`src/rtl/jk_pkg.sv`:
```
// jk_pkg
// Shared definitions for the JK register bank.
//   mode_e     : bank operating mode (JK / D / T / up-down counter)
//   jk_code_e  : per-flip-flop function selected by {j,k}
//   jk_next()  : next-state of a single JK flip-flop
package jk_pkg;

  typedef enum logic [1:0] {
    MODE_JK    = 2'b00,
    MODE_D     = 2'b01,
    MODE_T     = 2'b10,
    MODE_COUNT = 2'b11
  } mode_e;

  // {j,k} read as a two-bit code
  typedef enum logic [1:0] {
    JK_HOLD = 2'b00,
    JK_CLR  = 2'b01,
    JK_SET  = 2'b10,
    JK_TOG  = 2'b11
  } jk_code_e;

  function automatic logic jk_next(input logic q, input jk_code_e code);
    logic nq;
    nq = q;
    case (code)
      JK_HOLD: nq = q;
      JK_CLR:  nq = 1'b0;
      JK_SET:  nq = 1'b1;
      JK_TOG:  nq = ~q;
      default: nq = q;
    endcase
    return nq;
  endfunction

endpackage

```
`src/rtl/jk_reg_bank_if.sv`:
```
// jk_reg_bank_if
// Control and data bundle of the JK register bank.
//   en, mode, load, load_data, j, k : driven by the user of the bank
//   q, qn, changed, wrap            : driven by the bank
// master = user side, slave = the bank itself.
interface jk_reg_bank_if #(
  parameter int WIDTH = 8
);
  import jk_pkg::*;

  logic             en;
  mode_e            mode;
  logic             load;
  logic [WIDTH-1:0] load_data;
  logic [WIDTH-1:0] j;
  logic [WIDTH-1:0] k;
  logic [WIDTH-1:0] q;
  logic [WIDTH-1:0] qn;
  logic [WIDTH-1:0] changed;
  logic             wrap;

  modport master (
    output en, mode, load, load_data, j, k,
    input  q, qn, changed, wrap
  );

  modport slave (
    input  en, mode, load, load_data, j, k,
    output q, qn, changed, wrap
  );

endinterface

```
`src/rtl/jk_cell.sv`:
```
// jk_cell
// One JK flip-flop with clock enable, parallel load and a change flag.
//   clk, reset    : clock, synchronous active-high reset (q <= RESET_BIT)
//   en            : enable for the JK update
//   load, load_bit: parallel load, wins over en
//   j, k          : JK function inputs
//   q             : flip-flop state
//   chg           : 1 when q changed on the last edge
module jk_cell
  import jk_pkg::*;
#(
  parameter logic RESET_BIT = 1'b0
) (
  input  logic clk,
  input  logic reset,
  input  logic en,
  input  logic load,
  input  logic load_bit,
  input  logic j,
  input  logic k,
  output logic q,
  output logic chg
);

  logic nq;

  assign nq = jk_next(q, jk_code_e'({j, k}));

  // reset > load > en; chg is cleared on any cycle where q is held
  always_ff @(posedge clk) begin
    if (reset) begin
      q   <= RESET_BIT;
      chg <= 1'b0;
    end else if (load) begin
      q   <= load_bit;
      chg <= q ^ load_bit;
    end else if (en) begin
      q   <= nq;
      chg <= q ^ nq;
    end else begin
      chg <= 1'b0;
    end
  end

endmodule

```
`src/rtl/jk_reg_bank.sv`:
```
// jk_reg_bank
// WIDTH-bit bank of JK flip-flops usable as JK, D or T register, or as a
// synchronous up/down counter.
//   clk, reset : clock, synchronous active-high reset (q <= RESET_VALUE)
//   bus        : jk_reg_bank_if slave port
//                en/mode/load/load_data/j/k in, q/qn/changed/wrap out
// In COUNT mode j[0] means up and k[0] means down; both or neither hold.
module jk_reg_bank
  import jk_pkg::*;
#(
  parameter int               WIDTH       = 8,
  parameter logic [WIDTH-1:0] RESET_VALUE = '0
) (
  input  logic         clk,
  input  logic         reset,
  jk_reg_bank_if.slave bus
);

  logic [WIDTH-1:0] q_int;
  logic [WIDTH-1:0] chg_int;
  logic             up;
  logic             down;
  logic             wrap_r;

  assign up   = bus.j[0] & ~bus.k[0];
  assign down = bus.k[0] & ~bus.j[0];

  for (genvar gi = 0; gi < WIDTH; gi++) begin : g_cell
    logic lower_ones;
    logic lower_zeros;
    logic tog;
    logic cj;
    logic ck;

    // A counter bit toggles when every lower bit is 1 (carry in) for up,
    // or every lower bit is 0 (borrow in) for down. Bit 0 always toggles.
    if (gi == 0) begin : g_lsb
      assign lower_ones  = 1'b1;
      assign lower_zeros = 1'b1;
    end else begin : g_upper
      assign lower_ones  = &q_int[gi-1:0];
      assign lower_zeros = ~|q_int[gi-1:0];
    end

    assign tog = (up & lower_ones) | (down & lower_zeros);

    // D is JK with k = ~j; T and COUNT are JK with j = k = toggle
    always_comb begin
      cj = 1'b0;
      ck = 1'b0;
      case (bus.mode)
        MODE_JK: begin
          cj = bus.j[gi];
          ck = bus.k[gi];
        end
        MODE_D: begin
          cj = bus.j[gi];
          ck = ~bus.j[gi];
        end
        MODE_T: begin
          cj = bus.j[gi];
          ck = bus.j[gi];
        end
        MODE_COUNT: begin
          cj = tog;
          ck = tog;
        end
        default: begin
          cj = 1'b0;
          ck = 1'b0;
        end
      endcase
    end

    jk_cell #(
      .RESET_BIT (RESET_VALUE[gi])
    ) u_cell (
      .clk      (clk),
      .reset    (reset),
      .en       (bus.en),
      .load     (bus.load),
      .load_bit (bus.load_data[gi]),
      .j        (cj),
      .k        (ck),
      .q        (q_int[gi]),
      .chg      (chg_int[gi])
    );
  end

  // wrap pulses only on an enabled counting edge that rolls over
  always_ff @(posedge clk) begin
    if (reset) begin
      wrap_r <= 1'b0;
    end else if (bus.load || !bus.en) begin
      wrap_r <= 1'b0;
    end else begin
      wrap_r <= (bus.mode == MODE_COUNT) &&
                ((up && (&q_int)) || (down && !(|q_int)));
    end
  end

  assign bus.q       = q_int;
  assign bus.qn      = ~q_int;
  assign bus.changed = chg_int;
  assign bus.wrap    = wrap_r;

endmodule
```
`src/flat_wrapper.sv`:
```
// flat-port wrapper written by rule: the top's interface ports become plain ports
module jk_reg_bank_flat import jk_pkg::*;
#(
  parameter int               WIDTH       = 8,
  parameter logic [WIDTH-1:0] RESET_VALUE = '0
)
  (clk, reset, bus_en, bus_mode, bus_load, bus_load_data, bus_j, bus_k, bus_q, bus_qn, bus_changed, bus_wrap);
  jk_reg_bank_if #(.WIDTH(WIDTH)) bus_i ();
  input  logic clk;
  input  logic reset;
  input wire logic [$bits(bus_i.en)-1:0] bus_en;
  input wire logic [$bits(bus_i.mode)-1:0] bus_mode;
  input wire logic [$bits(bus_i.load)-1:0] bus_load;
  input wire logic [$bits(bus_i.load_data)-1:0] bus_load_data;
  input wire logic [$bits(bus_i.j)-1:0] bus_j;
  input wire logic [$bits(bus_i.k)-1:0] bus_k;
  output wire logic [$bits(bus_i.q)-1:0] bus_q;
  output wire logic [$bits(bus_i.qn)-1:0] bus_qn;
  output wire logic [$bits(bus_i.changed)-1:0] bus_changed;
  output wire logic [$bits(bus_i.wrap)-1:0] bus_wrap;
  assign bus_i.en = bus_en;
  assign bus_i.mode = bus_mode;
  assign bus_i.load = bus_load;
  assign bus_i.load_data = bus_load_data;
  assign bus_i.j = bus_j;
  assign bus_i.k = bus_k;
  assign bus_q = bus_i.q;
  assign bus_qn = bus_i.qn;
  assign bus_changed = bus_i.changed;
  assign bus_wrap = bus_i.wrap;
  jk_reg_bank #(.WIDTH(WIDTH), .RESET_VALUE(RESET_VALUE)) u_core (.clk(clk), .reset(reset), .bus(bus_i));
endmodule
```
`config.mk`:
```
export PLATFORM = sky130hd
export DESIGN_NAME = jk_reg_bank_flat
export DESIGN_NICKNAME = d
export VERILOG_FILES = /design/src/rtl/jk_pkg.sv /design/src/rtl/jk_reg_bank_if.sv /design/src/rtl/jk_cell.sv /design/src/rtl/jk_reg_bank.sv /design/src/flat_wrapper.sv
export SDC_FILE = /design/constraint.sdc
export NUM_CORES = 1
export LEC_CHECK = 0
export ABC_AREA = 1
export CAP_MARGIN = 20
export CORE_ASPECT_RATIO = 1.1
export CORE_MARGIN = 4
export CORE_UTILIZATION = 46
export CTS_CLUSTER_DIAMETER = 30
export DETAILED_ROUTE_END_ITERATION = 10
export HOLD_SLACK_MARGIN = 0.1
export PLACE_DENSITY_LB_ADDON = 0.12
export SYNTH_ARGS = -nofsm -noshare
export SYNTH_HDL_FRONTEND = slang
export SYNTH_HIERARCHICAL = 1
export SYNTH_SLANG_ARGS = --single-unit
```
`constraint.sdc`:
```
create_clock -name clk -period 2 [get_ports clk]
set_clock_uncertainty 0.05 [all_clocks]
set_input_delay 0.4 -clock clk [delete_from_list [all_inputs] [get_ports clk]]
set_output_delay 0.4 -clock clk [all_outputs]
set_load 0.005 [all_outputs]
```
# After elaboration in Yosys (flattened, before gate mapping)
# Cells that the tools add are included.
[classes]
n_eq_ne = 27
n_mux = 56
bitwise_logic = 58
reduce_logical = 40
[op_table]
columns = ["operator", "n"]
rows = [
  ["$pmux 1 s4", 16],
  ["$eq 2x2->1 const B", 18],
  ["$mux 1", 32],
  ["$eq 2x1->1 const B", 9],
  ["$logic_not 2->1", 9],
  ["$not 1->1", 17],
  ["$and 1x1->1", 16],
  ["$pmux 1 s2", 8],
  ["$xor 1x1->1", 16],
  ["$logic_not 1->1", 9],
  ["$not 8->8", 1],
  ["$or 1x1->1", 8],
  ["$reduce_and 8->1", 1],
  ["$reduce_or 8->1", 1],
  ["$reduce_and 7->1", 1],
  ["$reduce_or 7->1", 1],
  ["$reduce_and 6->1", 1],
  ["$reduce_or 3->1", 2],
  ["$reduce_or 6->1", 1],
  ["$reduce_and 5->1", 1],
  ["$reduce_or 5->1", 1],
  ["$reduce_and 4->1", 1],
  ["$reduce_or 2->1", 2],
  ["$reduce_or 4->1", 1],
  ["other kinds (5)", 8],
]
[totals]
register_bits = 17
output_inout_bits = 25

# Depth between registers and ports, before layout
# Gate-level depths: netlist of the first run.
[depth]
depth_word = 10
depth_mapped = 13
depth_no_buf = 13

# Modules after synthesis
# The synthesis of the first run kept the hierarchy.
[by_module_without_submodules]
columns = ["module", "instances", "cells_per_inst", "area_per_inst_um2", "seq_area_each_um2"]
rows = [
  ["jk_cell", 8, 21, 131.4, 40.0],
  ["jk_reg_bank", 1, 110, 553.0, 20.0],
]

# Worst setup path before layout of the first run
# Ideal clock, no wire load.
[synth_timing]
path_type = "in2reg"
start = "in bus_j[0]"
end = "reg u_core.g_cell[4].u_cell.q"
arrival_time_ns = 1.401
t_required_ns = 1.841
path_slack_ns = 0.440
stages = 13
path_cell_list = "inv_1 ha_1 nand2_2 nor2_2 inv_2 nand2_1 nand3_2 a21oi_1 nand2_1 nand2_1 nand3b_1 nand2_1 inv_1"
[synth_between]
elab_chain_len = 9
elab_cells_between_ends = 15
classes_between = "3 x eq/ne; 5 x mux; 6 x bitwise; 1 x reduce/logical"
[synth_lines]
columns = ["item", "line", "text"]
rows = [
  ["start: declaration", "flat_wrapper.sv:15", "input wire logic [$bits(bus_i.j)-1:0] bus_j;"],
  ["$not 1->1", "jk_reg_bank.sv:26", "assign down = bus.k[0] & ~bus.j[0];"],
  ["$and 1x1->1", "jk_reg_bank.sv:26", ""],
  ["$and 1x1->1", "jk_reg_bank.sv:45", "assign tog = (up & lower_ones) | (down & lower_zeros);"],
  ["$or 1x1->1 (*)", "jk_reg_bank.sv:45", ""],
  ["$pmux 1 s4 (*)", "jk_reg_bank.sv:51", "case (bus.mode)"],
  ["net u_core.g_cell[4].ck", "jk_reg_bank.sv:33", "logic ck;"],
  ["$eq 2x2->1 (tied with other cells)", "jk_pkg.sv:26", "case (code)"],
  ["$pmux 1 s4 (*)", "jk_pkg.sv:26", ""],
  ["$mux 1 (*)", "jk_cell.sv:37", "end else if (en) begin"],
  ["$mux 1 (*)", "jk_cell.sv:34", "end else if (load) begin"],
  ["end signal: assignment", "jk_cell.sv:35", "q <= load_bit;"],
  ["end signal: assignment", "jk_cell.sv:38", "q <= nq;"],
  ["end: declaration", "jk_cell.sv:21", "output logic q,"],
]
# Mark *: on every way through the listed nets, which the timed path passes. The rest lies on a longest branch. The select of a mux whose other input is x is not followed.
# A chain may end at the register's enable or synchronous reset.

# Final worst setup path of the first run
[layout_timing]
start = "reg u_core.g_cell[0].u_cell.q"
end = "out bus_q[0]"
[layout_rtl]
columns = ["item", "line", "text"]
rows = [
  ["start: declaration", "jk_cell.sv:21", ""],
  ["start signal: assignment", "jk_cell.sv:35", ""],
  ["start signal: assignment", "jk_cell.sv:38", ""],
  ["end: declaration", "flat_wrapper.sv:17", "output wire logic [$bits(bus_i.q)-1:0] bus_q;"],
]
# No word-level cell between the ends.

==> impl_metrics.sql, run 1 <==
INSERT INTO impl_metrics (metric_group, metric, value, unit) VALUES
('critical_path', 'worstPathMaxFanout', '10', ''),
('clock_tree', 'clk_pin_slew_worst_paths', '0.11', 'ns'),
('logic_synthesis', 'ys_ff_latch', '17', ''),
('logic_synthesis', 'post_synthesis_cell_type_count', '23', ''),
('die', 'floorplan.io_pins', '55', ''),
('timing', 'clock.fmax', '0.525', 'GHz'),
('finish', 'finalNetCount', '385', ''),
('routing', 'viasPerCell', '4.78', ''),
('grt', 'grt.overflow.total', '0', ''),
('grt', 'grt_pass1_wl', '7250', 'µm'),
('clock_tree', 'cts_buffers', '3', ''),
('routing', 'routed_wire_length_per_instance', '11.0', 'µm'),
('logic_synthesis', 'seq_total_area_yosys', '0.212', ''),
('logic_synthesis', 'synth_area_per_cell', '5.77', 'µm²'),
('timing', 'finalMaxSlewViolations', '0', ''),
('logic_synthesis', 'postSynthNetCount', '310', ''),
('finish', 'layout.cells.most_common', 'sky130_fd_sc_hd__nand2_1', ''),
('routing', 'dr.first_iter.drc_count', '109', ''),
('finish', 'area_delta_synth_final', '47.0', '%'),
('die', 'die_w', '64.3', 'µm'),
('timing', 'layout_worst_path_cycle_share', '0.952', ''),
('timing', 'setup_viol_count_final', '0', ''),
('logic_synthesis', 'postSynth.asyncResetShare', '0', ''),
('die', 'placeableCoreArea', '3360', 'µm²'),
('critical_path', 'worst-path-buf-inv', '1', ''),
('critical_path', 'slowest_cell_delay_on_critical_path', '0.58', 'ns'),
('finish', 'fin_util', '0.702', ''),
('timing', 'finalCriticalPeriod', '1.90', 'ns'),
('finish', 'final.fill_count', '322', ''),
('clock_tree', 'tritoncts_clock_tree', 'yes', ''),
('timing', 'slew_headroom', '0.746', ''),
('clock_tree', 'h_tree_level_count', '1', ''),
('placed_design', 'io_buffers', '54', ''),
('timing', 'tightest_slew', '0.380', 'ns'),
('power_and_ir_drop', 'power.static_leakage', '1.15', 'nW'),
('power_and_ir_drop', 'power.density', '434', 'nW/µm²'),
('hold_path', 'hold_class', 'register to register', ''),
('routing', 'route.antenna.remaining_nets', '0', ''),
('clock_tree', 'worstSkewPairLatency', '0.31', 'ns'),
('routing', 'drt_pre_antenna_iters', '4', ''),
('power_and_ir_drop', 'worst_case_vdd_ir_drop', '0.287', 'mV'),
('critical_path', 'slowest_stage', 'sky130_fd_sc_hd__clkdlybuf4s50_1', ''),
('finish', 'final_cell_mix', 'sky130_fd_sc_hd__nand2_1 (101), sky130_fd_sc_hd__clkdlybuf4s50_1 (54), sky130_fd_sc_hd__inv_1 (42)', ''),
('timing', 'grt_setup_unrepaired', 'no', ''),
('timing', 'timing_hold_violations_final', '0', ''),
('critical_path', 'reg2reg_setup_slack', '0.29', 'ns'),
('grt', 'global_route_usage_over_all_layers', '0.198', ''),
('grt', 'grt_max_degree', '15', ''),
('finish', 'antenna_cells', '0', ''),
('logic_synthesis', 'mappedNetlistArea', '1600', 'µm²'),
('die', 'dieHeight', '69.9', 'µm'),
('die', 'dieArea', '4500', 'µm²'),
('placed_design', 'post-dp-hpwl', '3450', 'µm'),
('critical_path', 'crit_chain', 'clkdlybuf4s50_1', ''),
('clock_tree', 'cts_root_buffer', 'sky130_fd_sc_hd__clkbuf_4', ''),
('logic_synthesis', 'synth.yosys.warnings', '6', ''),
('power_and_ir_drop', 'totalPowerFinal', '1.02', 'mW'),
('critical_path', 'worst-endpoint-arrival', '1.45', 'ns'),
('grt', 'number_of_antenna_violations_at_the_first_check_in_global_routing', '0', ''),
('clock_tree', 'cts_max_path_buffers', '2', ''),
('grt', 'first_global_vias', '1720', ''),
('critical_path', 'data_required_time_of_the_critical_path', '1.55', 'ns'),
('finish', 'post_route_cells_drive_above_1_share', '0.193', ''),
('critical_path', 'timing.critical_path.to_type', 'output port', ''),
('placed_design', 'gp_congestion', '0.866', ''),
('routing', 'route.final.wire_length', '4390', 'µm'),
('job', 'maxcap_violations', '0', ''),
('placed_design', 'post_dp_cell_area', '2310', 'µm²'),
('clock_tree', 'tritoncts_num_sinks', '17', ''),
('critical_path', 'cell_family_with_most_cp_delay', 'buffers and inverters', ''),
('critical_path', 'setup.worst_path.class', 'register to output port', ''),
('routing', 'drcViolationCount', '0', ''),
('finish', 'design_area', '2360', 'µm²'),
('logic_synthesis', 'synth_edf_count', '0', ''),
('logic_synthesis', 'synth-main-ff-cell', 'sky130_fd_sc_hd__dfxtp_1', ''),
('logic_synthesis', 'post_synth_inst_count', '278', ''),
('outcome', 'status', 'finished, final reports clean', ''),
('routing', 'vias', '1911', ''),
('critical_path', 'critPathLaunchType', 'register', ''),
('die', 'initial_core_util', '0.478', ''),
('clock_tree', 'postCtsHoldBufs', '0', ''),
('die', 'core.rowCount', '22', '');
==> worst paths after layout <==
check,from,cells after the start,to
worst max-delay path,u_core/g_cell[0].u_cell/q,1,bus_q[0]
worst max register to register,u_core/g_cell[1].u_cell/q,11,u_core/g_cell[7].u_cell/q
worst min register to register,u_core/g_cell[7].u_cell/q,2,u_core/bus.wrap
worst min-delay path,u_core/g_cell[7].u_cell/q,2,u_core/bus.wrap
==> cell families after synthesis <==
group / synth area share
and+or+nand+nor: 0.497
buffers and inverters: 0.142
AOI/OAI and AO/OA: 0.133
DFF: 0.212
adders and majority gates: 0.0156
==> layer usage <==
metal / up-vias / share of wire / GRT usage
met1: 839 / 0.45 / 0.245
li1: 1011 / - / -
met4: 0 / 0.015 / 0.0751
met5: - / 0 / 0
met2: 56 / 0.48 / 0.344
met3: 5 / 0.050 / 0.0273
==> what timing repair did <==
action | 4_1_cts | 5_1_grt
setup buffers | 0 | 1
gates resized for setup | 0 | 5
endpoints found under the setup margin | 0 | 4
==> sequential cells by signal (all words and copies together), names as in the netlist <==
name / count
u_core/g_cell.u_cell/q: 8
u_core/g_cell.u_cell/chg: 8
u_core/bus.wrap: 1
==> stage by stage <==
step	TNS (ns)	hold slack, ns	std cells	worst slack, ns
final	0	0.531	400	0.0960
after global routing	0	0.585	400	0.000497
after CTS	0	0.530	399	0.0920
after detailed placement	-1.95	0.513	395	-0.215
after global placement	-1.49	0.514	395	-0.173
after floorplan	0	0.412	278	0.440
==> power breakdown <==
part           internal (mW)  leakage [nW]  total, mW  switching, mW
Sequential             0.364         0.141      0.397         0.0332
Combinational          0.222         0.999      0.425          0.203
Clock                 0.0779        0.0150      0.203          0.126
Total                  0.663          1.15       1.02          0.362
==> cell usage after synthesis (3+ instances only) <==
cell                          n  share of area
sky130_fd_sc_hd__inv_2       10          0.023
sky130_fd_sc_hd__a21oi_2      8          0.044
sky130_fd_sc_hd__o21ai_0      6          0.019
sky130_fd_sc_hd__nand2_1    101           0.24
sky130_fd_sc_hd__dfxtp_1     17           0.21
sky130_fd_sc_hd__inv_1       42          0.098
sky130_fd_sc_hd__nor2_1      19          0.044
sky130_fd_sc_hd__nand3b_1     8          0.037
sky130_fd_sc_hd__nand2_2     10          0.039
sky130_fd_sc_hd__nand3_2     10          0.062
sky130_fd_sc_hd__a21oi_1     13          0.041
sky130_fd_sc_hd__o2111ai_1    3          0.016
sky130_fd_sc_hd__nand3_1     16          0.050
==> area by class of cell <==
type	instances	area, µm²	area share
clock buffers	4	26.3	0.0111
flip-flops and latches	17	340	0.144
inverters	53	201	0.0854
multi-input cells	205	1050	0.444
repair buffers	73	683	0.290
well taps	48	60.1	0.0255
(Power assumes the default switching activity.)
==> inputs of run 2 (changes only) <==
==> constraint.sdc (replaced) <==
create_clock -name clk -period 2 [get_ports clk]
set_clock_uncertainty 0.05 [all_clocks]
set_input_delay 0.6 -clock clk [delete_from_list [all_inputs] [get_ports clk]]
set_output_delay 0.6 -clock clk [all_outputs]
set_load 0.005 [all_outputs]
==> run 2 against run 1 <==
  * First-iteration DRC count is 38% lower
  * Sequential share of layout area is 0.092 points higher
  * Power is 0.72% higher
  * Clock power is 3% lower
  * Via count is 1.4% higher
  * Combinational power is 4% higher
  * Register-to-register slack better by 0.12 ns
  * Worst setup slack worse by 0.023 ns
  * Cell area is 2.7% higher
  * Critical path depth is 1 higher
  * Fmax is 1.2% lower
  * Highest routed layer unchanged
==> impl_metrics.sql, run 2 (same netlist as run 1, synthesis figures left out) <==
INSERT INTO impl_metrics (metric_group, metric, value, unit) VALUES
('routing', 'viasPerCell', '4.80', ''),
('critical_path', 'worstPathMaxFanout', '9', ''),
('placed_design', 'post_dp_cell_area', '2330', 'µm²'),
('critical_path', 'data_required_time_of_the_critical_path', '1.35', 'ns'),
('timing', 'finalMaxSlewViolations', '0', ''),
('finish', 'finalNetCount', '389', ''),
('timing', 'clock.fmax', '0.519', 'GHz'),
('routing', 'drcViolationCount', '0', ''),
('routing', 'vias', '1938', ''),
('die', 'die_w', '64.3', 'µm'),
('die', 'dieHeight', '69.9', 'µm'),
('finish', 'area_delta_synth_final', '50.9', '%'),
('timing', 'timing_hold_violations_final', '0', ''),
('grt', 'first_global_vias', '1841', ''),
('placed_design', 'numPlacedInstances', '396', ''),
('die', 'core.rowCount', '22', ''),
('clock_tree', 'worstSkewPairLatency', '0.30', 'ns'),
('routing', 'routed_wire_length_per_instance', '10.9', 'µm'),
('power_and_ir_drop', 'power.static_leakage', '1.19', 'nW'),
('clock_tree', 'tritoncts_num_sinks', '17', ''),
('routing', 'drt_pre_antenna_iters', '4', ''),
('placed_design', 'gp_congestion', '0.858', ''),
('finish', 'antenna_cells', '0', ''),
('timing', 'finalCriticalPeriod', '1.93', 'ns'),
('power_and_ir_drop', 'clockPowerShare', '0.189', ''),
('die', 'dieArea', '4500', 'µm²'),
('clock_tree', 'cts_max_path_buffers', '2', ''),
('routing', 'route.antenna.remaining_nets', '0', ''),
('critical_path', 'setup.worst_path.class', 'register to output port', ''),
('grt', 'grt_max_degree', '17', ''),
('grt', 'number_of_antenna_violations_at_the_first_check_in_global_routing', '0', ''),
('critical_path', 'critPathLaunchType', 'register', ''),
('job', 'maxcap_violations', '0', ''),
('grt', 'grt_pass1_wl', '7500', 'µm'),
('die', 'initial_core_util', '0.478', ''),
('power_and_ir_drop', 'switching_share', '0.346', ''),
('hold_path', 'hold_class', 'register to register', ''),
('grt', 'grt.overflow.total', '0', ''),
('power_and_ir_drop', 'worst_case_vdd_ir_drop', '0.275', 'mV'),
('die', 'placeableCoreArea', '3360', 'µm²'),
('timing', 'grt_setup_unrepaired', 'no', ''),
('finish', 'final_cell_mix', 'sky130_fd_sc_hd__nand2_1 (101), sky130_fd_sc_hd__clkdlybuf4s50_1 (51), sky130_fd_sc_hd__inv_1 (42)', ''),
('timing', 'totalNegativeSetupSlack', '0', 'ns'),
('finish', 'design_area', '2420', 'µm²'),
('timing', 'worst_hold_slack', '0.485', 'ns'),
('power_and_ir_drop', 'power.sequential.fraction', '0.380', ''),
('timing', 'tightest_slew', '0.323', 'ns'),
('clock_tree', 'postCtsHoldBufs', '0', ''),
('power_and_ir_drop', 'internal_power', '0.674', 'mW'),
('clock_tree', 'cts_root_buffer', 'sky130_fd_sc_hd__clkbuf_4', ''),
('finish', 'layout.cells.most_common', 'sky130_fd_sc_hd__nand2_1', ''),
('timing', 'slew_headroom', '0.784', ''),
('timing', 'layout_worst_path_cycle_share', '0.964', ''),
('clock_tree', 'clk_pin_slew_worst_paths', '0.11', 'ns'),
('finish', 'fin_cells', '404', ''),
('grt', 'global_route_usage_over_all_layers', '0.202', ''),
('clock_tree', 'tritoncts_clock_tree', 'yes', ''),
('critical_path', 'timing.critical_path.to_type', 'output port', ''),
('placed_design', 'io_buffers', '54', ''),
('clock_tree', 'cts_buffers', '3', ''),
('power_and_ir_drop', 'p_switching', '0.358', 'mW'),
('clock_tree', 'h_tree_level_count', '1', ''),
('routing', 'dr.first_iter.drc_count', '68', ''),
('placed_design', 'post-dp-hpwl', '3450', 'µm'),
('power_and_ir_drop', 'power.density', '426', 'nW/µm²'),
('critical_path', 'worst-endpoint-arrival', '1.28', 'ns'),
('power_and_ir_drop', 'power.share.combinational', '0.430', ''),
('die', 'floorplan.io_pins', '55', ''),
('timing', 'setup_viol_count_final', '0', ''),
('outcome', 'status', 'finished, final reports clean', ''),
('routing', 'route.final.wire_length', '4410', 'µm'),
('finish', 'post_route_cells_drive_above_1_share', '0.225', '');
==> run 2: layer usage <==
| metal | vias up | part of all wire | global-route usage |
|---|---|---|---|
| met5 | - | 0 | 0 |
| met4 | 0 | 0.013 | 0.0540 |
| met3 | 8 | 0.042 | 0.0273 |
| met2 | 48 | 0.49 | 0.376 |
| met1 | 855 | 0.46 | 0.236 |
| li1 | 1027 | - | - |
==> run 2: critical path, cell delays in order (launching register included) <==
cell and delay (ns):
sky130_fd_sc_hd__dfxtp_2 0.39, sky130_fd_sc_hd__inv_1 0.09, sky130_fd_sc_hd__clkdlybuf4s50_1 0.51
==> run 2: path summary, 6_finish.rpt <==
path                        startpoint                   endpoint  depth (start not counted)  slack (ns)
min reg2reg  u_core/g_cell[7].u_cell/q            u_core/bus.wrap                          2        0.48
max reg2reg  u_core/g_cell[1].u_cell/q  u_core/g_cell[7].u_cell/q                         12        0.41
min          u_core/g_cell[7].u_cell/q            u_core/bus.wrap                          2        0.48
max          u_core/g_cell[3].u_cell/q                  bus_qn[3]                          2        0.07
==> run 2: power groups by stage <==
stage / clock network [mW] / logic [mW] / registers, mW
2_1_floorplan: 0 / 0.205 / 0.401
3_3_place_gp: 0 / 0.423 / 0.400
3_5_place_dp: 0 / 0.429 / 0.401
4_1_cts: 0.215 / 0.438 / 0.396
5_1_grt: 0.224 / 0.494 / 0.399
6_report: 0.196 / 0.444 / 0.392
==> run 2: final cells by class <==
cell class | instances | area (µm²)
Fill cell | 319 | 937
Inverter | 53 | 201
Clock buffer | 4 | 26.3
Timing Repair Buffer | 77 | 726
Multi-Input combinational cell | 205 | 1060
Tap cell | 48 | 60.1
Sequential cell | 17 | 352
==> run 2: metrics by stage <==
step	utilization	setup slack [ns]	power, mW
after global routing	0.721	0.0145	1.12
after global placement	0.695	-0.388	0.823
after detailed placement	0.695	-0.407	0.830
after CTS	0.715	0.0217	1.05
final	0.721	0.0725	1.03
after floorplan	-	0.240	0.605
==> run 2: repair_timing <==
| action | 4_1_cts | 5_1_grt |
|---|---|---|
| gates resized for setup | 14 | 3 |
| pin swaps | 1 | 0 |
| buffers inserted | 2 | 2 |
| endpoints found under the setup margin | 16 | 15 |
| hold endpoints to repair | 0 | 0 |
